File: src/rtl/codificador_bcd_if.sv
// Valid/ready bundle for the packed-BCD to binary converter.
// Input words flow master->slave; results flow slave->master.
interface codificador_bcd_if #(
    parameter int DIGITOS = 2,
    parameter int ANCHO   = 7
);
    logic [4*DIGITOS-1:0] DatoEntrada;
    logic                 EntradaValida;
    logic                 EntradaLista;
    logic [ANCHO-1:0]     DatoSalida;
    logic                 SalidaValida;
    logic                 SalidaLista;
    logic                 Error;

    modport master (
        output DatoEntrada, EntradaValida, SalidaLista,
        input  EntradaLista, DatoSalida, SalidaValida, Error
    );

    modport slave (
        input  DatoEntrada, EntradaValida, SalidaLista,
        output EntradaLista, DatoSalida, SalidaValida, Error
    );
endinterface

File: src/rtl/codificador_bcd.sv
// Sequential packed-BCD to binary converter, one digit per cycle, MSD first.
// Define CODIFICADOR_BCD_VERIFICA_EN to flag nibbles above 9 via Error.
module codificador_bcd #(
    parameter int DIGITOS = 2,
    parameter int ANCHO   = 7
) (
    input  logic               clk,
    input  logic               rst,
    codificador_bcd_if.slave   bus
);
    localparam int AW = 4 * DIGITOS;

    typedef enum logic [1:0] {
        INACTIVO,
        CONVIRTIENDO,
        LISTO
    } estado_t;

    estado_t          estado, estado_d;
    logic [AW-1:0]    desplaza, desplaza_d;
    logic [ANCHO-1:0] acc, acc_d;
    logic [2:0]       cuenta, cuenta_d;
    logic [ANCHO-1:0] dato_q, dato_d;
    logic             sv_q;
    logic [3:0]       nib;

`ifdef CODIFICADOR_BCD_VERIFICA_EN
    logic err, err_d;
    logic error_q, error_d;
`endif

    assign nib = desplaza[AW-1 -: 4];

    always_ff @(posedge clk or posedge rst) begin
        if (rst) begin
            estado   <= INACTIVO;
            desplaza <= '0;
            acc      <= '0;
            cuenta   <= '0;
            dato_q   <= '0;
            sv_q     <= 1'b0;
`ifdef CODIFICADOR_BCD_VERIFICA_EN
            err      <= 1'b0;
            error_q  <= 1'b0;
`endif
        end else begin
            estado   <= estado_d;
            desplaza <= desplaza_d;
            acc      <= acc_d;
            cuenta   <= cuenta_d;
            dato_q   <= dato_d;
            sv_q     <= (estado_d == LISTO);
`ifdef CODIFICADOR_BCD_VERIFICA_EN
            err      <= err_d;
            error_q  <= error_d;
`endif
        end
    end

    always_comb begin
        estado_d   = estado;
        desplaza_d = desplaza;
        acc_d      = acc;
        cuenta_d   = cuenta;
        dato_d     = dato_q;
`ifdef CODIFICADOR_BCD_VERIFICA_EN
        err_d      = err;
        error_d    = error_q;
`endif
        unique case (estado)
            INACTIVO: begin
                if (bus.EntradaValida) begin
                    desplaza_d = bus.DatoEntrada;
                    acc_d      = '0;
                    cuenta_d   = 3'(DIGITOS);
                    estado_d   = CONVIRTIENDO;
`ifdef CODIFICADOR_BCD_VERIFICA_EN
                    err_d      = 1'b0;
`endif
                end
            end
            CONVIRTIENDO: begin
                // acc*10 + digit, wrapping at ANCHO bits
                acc_d      = (acc << 3) + (acc << 1) + ANCHO'(nib);
                desplaza_d = desplaza << 4;
                cuenta_d   = cuenta - 3'd1;
`ifdef CODIFICADOR_BCD_VERIFICA_EN
                err_d      = err | (nib > 4'd9);
`endif
                if (cuenta == 3'd1) begin
                    estado_d = LISTO;
`ifdef CODIFICADOR_BCD_VERIFICA_EN
                    dato_d   = err_d ? '0 : acc_d;
                    error_d  = err_d;
`else
                    dato_d   = acc_d;
`endif
                end
            end
            LISTO: begin
                if (bus.SalidaLista) estado_d = INACTIVO;
            end
            default: estado_d = INACTIVO;
        endcase
    end

    assign bus.EntradaLista = (estado == INACTIVO);
    assign bus.SalidaValida = sv_q;
    assign bus.DatoSalida   = dato_q;
`ifdef CODIFICADOR_BCD_VERIFICA_EN
    assign bus.Error        = error_q;
`else
    assign bus.Error        = 1'b0;
`endif
endmodule

File: src/flat_wrapper.sv
// flat-port wrapper written by rule: the top's interface ports become plain ports
module codificador_bcd_flat 
#(
    parameter int DIGITOS = 2,
    parameter int ANCHO   = 7
)
  (clk, rst, bus_DatoEntrada, bus_EntradaValida, bus_SalidaLista, bus_EntradaLista, bus_DatoSalida, bus_SalidaValida, bus_Error);
  codificador_bcd_if #(.DIGITOS(DIGITOS), .ANCHO(ANCHO)) bus_i ();
  input  logic clk;
  input  logic rst;
  input wire logic [$bits(bus_i.DatoEntrada)-1:0] bus_DatoEntrada;
  input wire logic [$bits(bus_i.EntradaValida)-1:0] bus_EntradaValida;
  input wire logic [$bits(bus_i.SalidaLista)-1:0] bus_SalidaLista;
  output wire logic [$bits(bus_i.EntradaLista)-1:0] bus_EntradaLista;
  output wire logic [$bits(bus_i.DatoSalida)-1:0] bus_DatoSalida;
  output wire logic [$bits(bus_i.SalidaValida)-1:0] bus_SalidaValida;
  output wire logic [$bits(bus_i.Error)-1:0] bus_Error;
  assign bus_i.DatoEntrada = bus_DatoEntrada;
  assign bus_i.EntradaValida = bus_EntradaValida;
  assign bus_i.SalidaLista = bus_SalidaLista;
  assign bus_EntradaLista = bus_i.EntradaLista;
  assign bus_DatoSalida = bus_i.DatoSalida;
  assign bus_SalidaValida = bus_i.SalidaValida;
  assign bus_Error = bus_i.Error;
  codificador_bcd #(.DIGITOS(DIGITOS), .ANCHO(ANCHO)) u_core (.clk(clk), .rst(rst), .bus(bus_i));
endmodule
File: config.mk
export PLATFORM = sky130hd
export DESIGN_NAME = codificador_bcd_flat
export DESIGN_NICKNAME = d
export VERILOG_FILES = /design/src/rtl/codificador_bcd_if.sv /design/src/rtl/codificador_bcd.sv /design/src/flat_wrapper.sv
export SDC_FILE = /design/constraint.sdc
export NUM_CORES = 1
export LEC_CHECK = 0
export BUFFER_PORTS_ARGS = -buffer_cell sky130_fd_sc_hd__buf_2
export CORE_UTILIZATION = 55
export DETAILED_ROUTE_END_ITERATION = 8
export PLACE_DENSITY = 0.8
export SYNTH_ARGS = -nofsm -noshare
export SYNTH_HDL_FRONTEND = slang
export SYNTH_SLANG_ARGS = --single-unit
File: constraint.sdc
create_clock -name clk -period 2.4 [get_ports clk]
set_input_delay 0.24 -clock clk [delete_from_list [all_inputs] [get_ports clk]]
set_output_delay 0.24 -clock clk [all_outputs]
set_load 0.05 [all_outputs]
=== Yosys cells after proc, flatten, opt, wreduce, memory -nomap -nowiden ===
Cells that the tools add are included.

* Flip-flop bits (word level): 27
* Latch bits: 0
* RAM bits: 0
* Bits in read-only memories: 0
* Output and inout bits: 10
* Memories kept: 0

* Add/sub/neg operators: 3
* Multiply operators: 0
* Divide/modulo/power cells: 0
* Magnitude comparators: 0
* Equality and inequality tests: 5
* Shift-type cells: 0
* Muxes and demuxes: 10
* Bitwise gates (word level): 0
* Reduce and logical (&&, ||, !) cells: 4

{| class="wikitable"
|+ Operators by type and width
! cell !! number
|-
| 8-bit one-hot mux with 2 select lines || 1
|-
| 6-bit one-hot mux with 2 select lines || 1
|-
| 8-bit 2-to-1 mux || 1
|-
| 7-bit by 4-bit adder with 7-bit output || 1
|-
| 7-bit adder || 1
|-
| 2-bit 2-to-1 mux || 3
|-
| 6-bit 2-to-1 mux || 1
|-
| 2-bit one-hot mux with 3 select lines || 1
|-
| 3-bit one-hot mux with 2 select lines || 1
|-
| 2-bit == test, second input constant || 2
|-
| 2-bit AND reduction || 2
|-
| 3-bit by 1-bit == test with 1-bit output, second input constant || 1
|-
| 3-bit 2-to-1 mux || 1
|-
| 3-bit by 1-bit subtractor with 3-bit output, second input constant || 1
|-
| 2-bit by 1-bit == test with 1-bit output, second input constant || 1
|-
| 2-bit zero test || 1
|-
| 2-bit != test, second input constant || 1
|-
| 2-bit nonzero test || 1
|}

=== Depth between registers and ports, before layout ===
* Depth after elaboration: 4
* Gate-level depth with buffers: 7

=== Worst setup path before layout ===
OpenSTA, ideal clock, no wires.

* Kind: reg2reg
* From: register u_core.acc[0]
* To: register u_core.dato_q[6] (netlist: u_core.bus.DatoSalida[6])
* Arrival: 1812 ps
* Required time: 2280 ps
* Slack: 469 ps
* Stages on the path, launching flop included: 8
* Path buffers: 0
* Clock period less this slack: 1931 ps
* Cells stage by stage: dfrtp_1 > inv_1 > fa_1 > inv_1 > fa_1 > nand3_1 > nand3_1 > a31o_1

* Longest elaborated chain between the ends: 2

{| class="wikitable"
|+ RTL lines
! item !! line !! text
|-
| from (decl) || codificador_bcd.sv:21 || <nowiki>logic [ANCHO-1:0] acc, acc_d;</nowiki>
|-
| from (signal assigned) || codificador_bcd.sv:38 || <nowiki>acc <= '0;</nowiki>
|-
| from (signal assigned) || codificador_bcd.sv:49 || <nowiki>acc <= acc_d;</nowiki>
|-
| 7-bit adder || codificador_bcd.sv:84 || <nowiki>acc_d = (acc << 3) + (acc << 1) + ANCHO'(nib);</nowiki>
|-
| 7-bit by 4-bit adder with 7-bit output || codificador_bcd.sv:84 ||
|-
| to (signal assigned) || codificador_bcd.sv:51 || <nowiki>dato_q <= dato_d;</nowiki>
|-
| to (decl) || codificador_bcd.sv:23 || <nowiki>logic [ANCHO-1:0] dato_q, dato_d;</nowiki>
|}

No other way between the ends.
A chain may end at the register's enable or synchronous reset.

=== Final worst setup path ===
Ends and elaborated chain as after synthesis.

==> impl_metrics.json <==
{
  "maxCapViolCount": 0,
  "cpPeakStageDelay_ns": 0.53,
  "yosysUniqueCellTypes": 36,
  "grt_antenna_before_repair": 0,
  "layout-drive-gt1-share_pct": 20.4,
  "holdWs_ns": 0.199,
  "nNetsFinal": 182,
  "leakagePower_nw": 0.805,
  "grt_max_degree": 28,
  "ys.flop_type": "dfrtp_1",
  "period_share_pct": 83.7,
  "hold_path_end": "u_core.desplaza[5]",
  "htree_levels": 1,
  "cts_buffers": 3,
  "antenna_left": 0,
  "reg2reg_slack_ns": 0.39,
  "wl_per_cell_um": 13.5,
  "required_ns": 2.62,
  "io_pins": 22,
  "drt_iter0_markers": 12,
  "path_clk_slew_ns": 0.14,
  "synth_cells": 135,
  "worstSetupEndpointType": "flop",
  "grt_pass1_wl_um": 4330,
  "firstDrtPassIters": 2,
  "power_density_nw_per_um2": 1330,
  "critical_path.slowest_cell": "fa_1",
  "synth_area_um2": 1450,
  "gp_congestion": 0.826,
  "hold_path_class": "input port to flop",
  "reg2reg_from": "u_core.acc[0]",
  "coreArea_um2": 2480,
  "worstSetupPathType": "flop to flop",
  "dpl.hpwl_um": 1840,
  "grt_use_total_pct": 20.9,
  "multi_input_area_um2": 696,
  "nFillCells": 201,
  "finalCriticalPeriod_ns": 2.01,
  "crit_arrival_ns": 2.23,
  "cts_sinks": 27,
  "area_delta_synth_final_pct": 11.0,
  "tns_ns": 0,
  "fp-row-count": 18,
  "cts_setup_buffers": 0,
  "grt_overflow": 0,
  "finalClockSkew_ns": 0.00226,
  "cp-start-kind": "flop",
  "place_area_um2": 1580,
  "syn_nets": 159,
  "avgSynthCellArea_um2": 10.8,
  "cts-root-buf": "clkbuf_4",
  "cp_max_fo": 3,
  "start_util_pct": 58.6,
  "cts_buffer_depth": 2,
  "insertion_delay_ns": 0.31,
  "regArea_um2": 676,
  "final_area_um2": 1610,
  "synth_seq_cells": 27,
  "timing.rr.end": "u_core.bus.DatoSalida[6]",
  "cts_tree": "built",
  "grt_setup_unrepaired": "false",
  "synth_edf_count": 0,
  "wirelength_um": 2520,
  "cts_resized": 0,
  "antenna_cells": 0,
  "async_flop_share_pct": 100,
  "hold_depth": 3,
  "portBuffers": 20,
  "crit_chain": "inv_1 > fa_1 > inv_1 > fa_1 > nand3_1 > nand3_1 > a31o_1",
  "die_w_um": 53.4,
  "hold_start": "bus_DatoEntrada[5]",
  "drt-vias-per-instance": 5.37,
  "peakVddDrop_mv": 0.774,
  "timing.fmax_mhz": 498,
  "yosysWarnings": 0,
  "route.vias.total": 1005,
  "fp.dieH_um": 53.4,
  "yosysSeqAreaShare_pct": 46.5,
  "grt_pass1_vias": 975,
  "setup_viol": 0,
  "r2r_cells": 7,
  "hold_violations": 0,
  "drv_slew": 0,
  "die_area_um2": 2850,
  "drc": 0,
  "outcome": "finished, final reports clean"
}
[per-layer routing]
layer | wire [µm] | part of all wire, % | vias to the layer above | global-route usage (%)
li1 | - | - | 510 | -
met1 | 1270 | 50 | 482 | 28.4
met2 | 1190 | 47 | 11 | 34.4
met3 | 46 | 1.8 | 2 | 2.59
met4 | 10 | 0.40 | 0 | 6.58
met5 | 0 | 0 | - | 0
[worst max path at each step]
| stage | start | end |
|---|---|---|
| final | u_core.acc[0] | u_core.bus.DatoSalida[6] |
| after global routing | u_core.acc[0] | u_core.bus.DatoSalida[6] |
| after CTS | u_core.acc[0] | u_core.bus.DatoSalida[6] |
| after detailed placement | u_core.acc[0] | u_core.bus.DatoSalida[6] |
| after global placement | u_core.acc[0] | u_core.bus.DatoSalida[6] |
| after floorplan | u_core.acc[0] | u_core.bus.DatoSalida[6] |
[cells in the final DEF, fill, tap and decap left out, types with 2 or more instances in the layout]
master and count:
a21oi_1 11, a22o_1 5, a22oi_1 4, buf_2 20
buf_4 3, clkbuf_4 3, dfrtp_1 27, fa_1 2
ha_1 10, inv_1 12, mux2_4 3, nand2_1 8
nand2b_1 3, nand3_1 2, nor2_1 2, nor2b_1 9
o2111ai_1 2, o21ai_0 11, or2_1 2
[worst max-delay path: cells and delay by family (launching register included)]
| family | cells | cell delay [ns] |
|---|---|---|
| AOI/OAI and AO/OA | 1 | 0.21 |
| buffers and inverters | 2 | 0.14 |
| DFF | 1 | 0.39 |
| adders and majority gates | 2 | 0.98 |
| and+or+nand+nor | 2 | 0.20 |
[power by group]
| group | internal [mW] | switching [mW] | total, mW | leakage [nW] |
|---|---|---|---|---|
| clock network | 0.0649 | 0.128 | 0.192 | 0.0150 |
| logic | 0.480 | 0.670 | 1.15 | 0.442 |
| registers | 0.636 | 0.164 | 0.800 | 0.348 |
| total | 1.18 | 0.961 | 2.14 | 0.805 |
[area by class of cell]
type	count	share of cell area [%]
multi-input cells	90	43.1
flip-flops and latches	27	41.9
repair buffers	24	8.22
inverters	12	2.79
well taps	30	2.33
clock buffers	4	1.63
[sequential cells by signal, summed over array words and instances, names as in the netlist]
register / cells
u_core.desplaza: 8
u_core.bus.SalidaValida: 1
u_core.bus.DatoSalida: 7
u_core.cuenta: 3
u_core.acc: 6
u_core.estado: 2
[metrics by stage]
step                      instances  util (%)  total power [mW]  worst slack (ns)
after floorplan                 135         -              1.70             0.469
after global placement          182      63.6              1.91             0.424
after detailed placement        182      63.6              1.96             0.398
after CTS                       187      65.1              2.16             0.380
after global routing            187      65.1              2.32             0.284
final                           187      65.1              2.14             0.390
[what timing repair did]
action,4_1_cts,5_1_grt
endpoints found under the setup margin,0,0
hold buffers,1,0
hold endpoints to repair,27,0
[cell usage after synthesis (2+ instances only)]
cell,number,area [µm²]
dfrtp_1,27,676
inv_1,12,45.0
a21oi_1,11,55.1
o21ai_0,11,55.1
ha_1,10,125
nor2b_1,9,56.3
nand2_1,8,30.0
a22o_1,5,43.8
a22oi_1,4,30.0
mux2_4,3,45.0
nand2b_1,3,18.8
buf_2,2,10.0
clkbuf_1,2,7.51
fa_1,2,40.0
nand3_1,2,10.0
nor2_1,2,7.51
o2111ai_1,2,17.5
or2_1,2,12.5
[cell families after synthesis]
| logic type | count (synthesis) | synth area share (%) |
|---|---|---|
| compound gates | 40 | 17.6 |
| xor+xnor | 2 | 2.15 |
| fa+ha+maj | 12 | 11.4 |
| buf+inv | 18 | 5.60 |
| flops | 27 | 46.5 |
| mux | 4 | 3.88 |
| other cells | 1 | 0.258 |
| simple gates | 31 | 12.7 |
No activity file was read; power rests on OpenSTA's default activity.
